[config.mk]
export PLATFORM = sky130hd
export DESIGN_NAME = display_scan
export DESIGN_NICKNAME = d
export VERILOG_FILES = /design/src/rtl/display_scan.sv
export SDC_FILE = /design/constraint.sdc
export NUM_CORES = 1
export LEC_CHECK = 0
export ABC_AREA = 1
export CORE_ASPECT_RATIO = 1.1
export CORE_MARGIN = 10
export CORE_UTILIZATION = 45
export DETAILED_ROUTE_END_ITERATION = 8
export PLACE_DENSITY = 0.71
export SETUP_SLACK_MARGIN = 0.05
export SKIP_CTS_REPAIR_TIMING = 1
export SYNTH_ARGS = -nofsm -noshare
export SYNTH_HDL_FRONTEND = slang
export SYNTH_SLANG_ARGS = --single-unit
[constraint.sdc]
create_clock -name clk -period 3.5 [get_ports clk]
set_clock_uncertainty 0.2 [all_clocks]
set_input_delay 0.525 -clock clk [delete_from_list [all_inputs] [get_ports clk]]
set_output_delay 0.525 -clock clk [all_outputs]
set_load 0.005 [all_outputs]
[src/rtl/display_scan.sv]
// Multiplexed scanner for a six-digit BCD clock display: one anode per slot,
// anti-ghost blanking at each slot start, per-frame digit snapshot and blinking.
module display_scan #(
    parameter int NUM_DIGITS = 6,
    parameter int SCAN_DIV   = 1000,
    parameter int BLANK_CYC  = 2
) (
    input  logic                      clk,
    input  logic                      rst,
    input  logic [4*NUM_DIGITS-1:0]   digits,
    input  logic [NUM_DIGITS-1:0]     blink_mask,
    input  logic                      blink_tick,
    output logic [6:0]                seg,
    output logic [NUM_DIGITS-1:0]     an,
    output logic                      frame_done
);

    localparam int PW = (SCAN_DIV > 1) ? $clog2(SCAN_DIV) : 1;
    localparam int IW = (NUM_DIGITS > 1) ? $clog2(NUM_DIGITS) : 1;
    localparam logic [PW-1:0] PRESC_LAST = PW'(SCAN_DIV - 1);
    localparam logic [IW-1:0] IDX_LAST   = IW'(NUM_DIGITS - 1);

    logic [PW-1:0]           presc;
    logic [IW-1:0]           idx;
    logic [4*NUM_DIGITS-1:0] snapshot;
    logic                    blink_phase;
    logic                    blink_active;
    logic                    reload;

    logic                    slot_end;
    logic                    frame_end;
    logic [3:0]              cur_digit;
    logic                    cur_mask;
    logic [6:0]              seg_next;
    logic [NUM_DIGITS-1:0]   an_next;

    function automatic logic [6:0] seg_decode(input logic [3:0] value);
        logic [6:0] pattern;
        case (value)
            4'd0:    pattern = 7'h40;
            4'd1:    pattern = 7'h79;
            4'd2:    pattern = 7'h24;
            4'd3:    pattern = 7'h30;
            4'd4:    pattern = 7'h19;
            4'd5:    pattern = 7'h12;
            4'd6:    pattern = 7'h02;
            4'd7:    pattern = 7'h78;
            4'd8:    pattern = 7'h00;
            4'd9:    pattern = 7'h10;
            default: pattern = 7'h3F;
        endcase
        return pattern;
    endfunction

    assign slot_end  = (presc == PRESC_LAST);
    assign frame_end = slot_end && (idx == IDX_LAST);

    // On the first cycle after reset the snapshot is still being loaded, so the
    // live inputs stand in for it; otherwise only the frozen frame is shown.
    always_comb begin
        cur_digit = 4'd0;
        cur_mask  = 1'b0;
        for (int i = 0; i < NUM_DIGITS; i++) begin
            if (idx == IW'(i)) begin
                cur_digit = reload ? digits[4*i +: 4] : snapshot[4*i +: 4];
                cur_mask  = blink_mask[i];
            end
        end
    end

    always_comb begin
        seg_next = 7'h7F;
        an_next  = '1;
        if (int'(presc) >= BLANK_CYC) begin
            seg_next = seg_decode(cur_digit);
            if (!(blink_active && cur_mask)) begin
                for (int i = 0; i < NUM_DIGITS; i++) begin
                    if (idx == IW'(i)) begin
                        an_next[i] = 1'b0;
                    end
                end
            end
        end
    end

    // The blink phase toggles immediately, but a slot only picks it up when it
    // starts, so a slot is either fully lit or fully dark.
    always_ff @(posedge clk) begin
        if (rst) begin
            presc        <= '0;
            idx          <= '0;
            snapshot     <= '0;
            blink_phase  <= 1'b0;
            blink_active <= 1'b0;
            reload       <= 1'b1;
            seg          <= 7'h7F;
            an           <= '1;
            frame_done   <= 1'b0;
        end else begin
            reload      <= 1'b0;
            blink_phase <= blink_phase ^ blink_tick;

            if (slot_end) begin
                presc        <= '0;
                idx          <= frame_end ? '0 : idx + IW'(1);
                blink_active <= blink_phase ^ blink_tick;
            end else begin
                presc <= presc + PW'(1);
            end

            if (reload || frame_end) begin
                snapshot <= digits;
            end

            seg        <= seg_next;
            an         <= an_next;
            frame_done <= frame_end;
        end
    end

endmodule
==> run_summary.xml <==
<?xml version="1.0" encoding="UTF-8"?>
<metrics>
  <group name="routing">
    <metric name="ant_nets" unit="">0</metric>
    <metric name="routedWlPerCell" unit="um">13.10</metric>
    <metric name="num_vias" unit="">2468</metric>
    <metric name="vias_per_cell" unit="">4.966</metric>
    <metric name="detail_route.drc_violations" unit="">0</metric>
    <metric name="first_iter_violations" unit="">159</metric>
    <metric name="drt-pass1-iter-count" unit="">4</metric>
    <metric name="detail_route.wirelength" unit="um">6509</metric>
  </group>
  <group name="synth">
    <metric name="synth_top_area_frac" unit="">0.3998</metric>
    <metric name="synth_flop_cell" unit="">dfxtp_1</metric>
    <metric name="synth.largest_area_cell" unit="">dfxtp_1</metric>
    <metric name="yosysMostFrequentCell" unit="">nand2_1</metric>
    <metric name="yosys-top-cells-count" unit="">nand2_1, dfxtp_1, inv_1</metric>
    <metric name="asyncSetResetFlopFracSynth" unit="">0</metric>
    <metric name="syn_nets" unit="">417</metric>
    <metric name="ys_seq_elements" unit="">54</metric>
    <metric name="synth_seq_area_share" unit="">0.3998</metric>
    <metric name="synth_area_per_cell" unit="sq um">7.191</metric>
    <metric name="synth_area" unit="sq mm">0.002704</metric>
    <metric name="ys_warn_count" unit="">0</metric>
    <metric name="synth_edf_count" unit="">0</metric>
    <metric name="netlist_top_cells_area" unit="">dfxtp_1, nand2_1, a21oi_1</metric>
    <metric name="post_synth_inst_count" unit="">376</metric>
    <metric name="yosys.cell_types.count" unit="">37</metric>
  </group>
  <group name="global_route">
    <metric name="busiest_grt_layer" unit="">met2</metric>
    <metric name="groute.usage.overall" unit="">0.1409</metric>
    <metric name="grt_start_max_net_pins" unit="">36</metric>
    <metric name="number_of_antenna_violations_at_the_first_check_in_global_routing" unit="">0</metric>
    <metric name="grt_use_met1" unit="">0.1638</metric>
    <metric name="grt_overflow_total" unit="">0</metric>
    <metric name="first_global_vias" unit="">2426</metric>
    <metric name="global_route.usage.met2" unit="">0.2480</metric>
    <metric name="met3_usage" unit="">0.03550</metric>
    <metric name="grt_pass1_wl" unit="um">10990</metric>
  </group>
  <group name="layout">
    <metric name="post_synthesis_to_final_layout_area_growth" unit="%">20.92</metric>
    <metric name="filler_cell_count" unit="">568</metric>
    <metric name="multiInputGateArea" unit="sq mm">0.001368</metric>
    <metric name="finalNetCount" unit="">460</metric>
    <metric name="drive_gt1_frac" unit="">0.08333</metric>
    <metric name="antenna_cells_inserted" unit="">0</metric>
    <metric name="seq_area" unit="sq mm">0.001081</metric>
  </group>
  <group name="floorplan">
    <metric name="design.portCount" unit="">47</metric>
    <metric name="floorplan.initialDensity" unit="">0.4657</metric>
    <metric name="die-area" unit="sq mm">0.009513</metric>
    <metric name="fp.dieH" unit="um">101.3</metric>
    <metric name="dieWidth" unit="um">93.91</metric>
    <metric name="floorplan.core_area" unit="sq mm">0.005806</metric>
    <metric name="floorplan.rows" unit="">29</metric>
  </group>
  <group name="worst_setup_path">
    <metric name="worstPathCellList" unit="">buf_4, inv_2, nand2_1, nand3_1, nand3_1, nand3_1, nand3_1, nand3_1, nand2_1, ha_1, inv_1, nand2_1, nand2_1, nand2_1, nand2_1</metric>
    <metric name="worst_path_most_repeated_cell" unit="">nand2_1</metric>
    <metric name="crit_path_top_delay_cell" unit="">inv_2</metric>
    <metric name="critical_path_depth" unit="">15</metric>
    <metric name="r2r-start" unit="">reload$_DFF_P_</metric>
    <metric name="endpoint_kind" unit="">flop</metric>
    <metric name="reg2regPathDepth" unit="">15</metric>
    <metric name="cp_peak_stage_delay" unit="ns">0.39</metric>
    <metric name="worst_ep_arrival_time" unit="ns">2.45</metric>
    <metric name="crit_family" unit="">simple AND/OR/NAND/NOR gates</metric>
    <metric name="crit_fanout" unit="">29</metric>
    <metric name="timing.critical_path.buf_inv" unit="">3</metric>
    <metric name="crit_start" unit="">reload$_DFF_P_</metric>
    <metric name="crit_required" unit="ns">3.51</metric>
    <metric name="timing.rr.end" unit="">seg[3]$_SDFF_PP1_</metric>
    <metric name="setup.worst_path.end" unit="">seg[3]$_SDFF_PP1_</metric>
    <metric name="setup.worst_path.class" unit="">flop to flop</metric>
    <metric name="crit_path_start_kind" unit="">flop</metric>
    <metric name="worst-r2r-setup-slack" unit="ns">1.06</metric>
  </group>
  <group name="pwr">
    <metric name="power.leakage" unit="nW">1.450</metric>
    <metric name="seq_power_share" unit="">0.550</metric>
    <metric name="p_switching" unit="uW">323.1</metric>
    <metric name="power.density" unit="mW/mm^2">367.9</metric>
    <metric name="vdd_ir_drop_max" unit="uV">246.5</metric>
    <metric name="intPower" unit="uW">879.6</metric>
    <metric name="combinationalPowerShare" unit="">0.161</metric>
    <metric name="switching_share" unit="">0.2687</metric>
    <metric name="clockPowerShare" unit="">0.289</metric>
  </group>
  <group name="sta">
    <metric name="rsz0062_at_grt" unit="">false</metric>
    <metric name="report.final.hold_viol_count" unit="">0</metric>
    <metric name="hold_slack" unit="ns">0.2644</metric>
    <metric name="layout_worst_path_cycle_share" unit="">0.6967</metric>
    <metric name="slew_headroom" unit="">0.5862</metric>
    <metric name="final-max-slew-violation-count" unit="">0</metric>
    <metric name="timing.setup.tns" unit="ns">0</metric>
    <metric name="max_freq" unit="MHz">410.1</metric>
    <metric name="timing_worst_slew_pin_value" unit="ns">0.6143</metric>
    <metric name="report.final.setup_viol" unit="">0</metric>
    <metric name="fin_crit" unit="ns">2.439</metric>
  </group>
  <group name="place">
    <metric name="port_buffers" unit="">46</metric>
    <metric name="routabilityCongestion" unit="">0.8298</metric>
    <metric name="hpwl" unit="um">4842</metric>
  </group>
  <group name="clock_network">
    <metric name="cts_root_buf" unit="">clkbuf_8</metric>
    <metric name="worst_skew_pair.late_latency" unit="ns">0.32</metric>
    <metric name="tritoncts_num_sinks" unit="">54</metric>
    <metric name="number_of_buffers_created_by_cts" unit="">5</metric>
    <metric name="htree_num_levels" unit="">2</metric>
    <metric name="tritoncts" unit="">built</metric>
    <metric name="number_of_buffers_on_the_longest_clock_path" unit="">2</metric>
    <metric name="clock_input_transition_at_the_sequential_cells_of_the_worst_setup_and_hold_paths" unit="ns">0.10</metric>
  </group>
  <group name="outcome">
    <metric name="run_status" unit="">complete, no violations</metric>
  </group>
  <group name="worst_hold_path">
    <metric name="min-delay-start" unit="">blink_active$_SDFFE_PP0N_</metric>
    <metric name="holdCritPathClass" unit="">flop to flop</metric>
  </group>
  <group name="run">
    <metric name="drv.max_cap_violation_count" unit="">0</metric>
  </group>
</metrics>
-- sequential cells by signal (all words and copies together) (netlist names) --
name          flops
idx               3
seg               7
presc            10
reload            1
snapshot         24
frame_done        1
an                6
blink_phase       1
blink_active      1
-- tightest hold or removal path, cell delays in order (launching register included) --
cell     delay, ns
dfxtp_1       0.30
inv_1         0.06
a21oi_1       0.06
-- final cells by class --
cell class	count	area share
tap	77	0.02947
clock inverter	2	0.004210
multi-input combinational	267	0.4183
sequential	54	0.3307
inverter	43	0.04975
timing repair buffer	48	0.1454
clock buffer	6	0.02220
-- power by group through the flow --
stage	clock (mW)	sequential [mW]	combinational [mW]
6_report	0.348	0.661	0.194
3_3_place_gp	0	0.675	0.192
2_1_floorplan	0	0.674	0.117
5_1_grt	0.376	0.665	0.220
4_1_cts	0.355	0.661	0.196
3_5_place_dp	0	0.675	0.195
-- how the worst min path moves through the flow --
stage                                            to  cells after the start
after floorplan           blink_active$_SDFFE_PP0N_                      2
after global placement    blink_active$_SDFFE_PP0N_                      2
after detailed placement  blink_active$_SDFFE_PP0N_                      2
after CTS                 blink_active$_SDFFE_PP0N_                      2
after global routing      blink_active$_SDFFE_PP0N_                      2
final                     blink_active$_SDFFE_PP0N_                      2
-- cell usage in the layout, fill, tap and decap left out, types with 2 or more instances in the layout --
master and instances:
buf_4 2, o21ai_2 4, nand2_4 3, clkdlybuf4s50_1 46
o211ai_1 4, nand2_2 5, inv_1 36, nand4_1 4
o21ai_0 30, clkbuf_8 5, clkinv_2 2, nor3_1 2
nor4_1 2, dfxtp_1 54, inv_2 6, nand2_1 96
nor2_1 33, nand3b_1 2, nand3_1 26, ha_1 8
nor2_2 2, a21oi_1 32
-- metal layers --
layer	share of wire	vias to the layer above	routed length, um
met1	0.44	1094	2849
met5	0	-	0
li1	-	1315	-
met2	0.49	53	3192
met4	0.012	0	76
met3	0.060	6	390
-- through the flow --
| stage | util | worst slack, ns | std cells | instance area [sq um] | power (mW) |
|---|---|---|---|---|---|
| 4_1_cts | 0.5631 | 1.047 | 497 | 3269 | 1.212 |
| 3_3_place_gp | 0.5483 | 0.9615 | 489 | 3183 | 0.8671 |
| 3_5_place_dp | 0.5483 | 0.9422 | 489 | 3183 | 0.8702 |
| 6_report | 0.5631 | 1.061 | 497 | 3269 | 1.203 |
| 2_1_floorplan | - | 1.455 | 376 | 2704 | 0.7911 |
| 5_1_grt | 0.5631 | 0.8000 | 497 | 3269 | 1.260 |
-- logic make-up after synthesis --
kind of cell,Yosys count,share of synthesized area
adder cells (fa/ha/maj),8,0.03702
XOR/XNOR,2,0.006480
flip-flops,54,0.3998
buffers and inverters,55,0.09440
AO/OA/AOI/OAI,82,0.1833
AND/OR/NAND/NOR,175,0.2790
(Power assumes the default switching activity.)
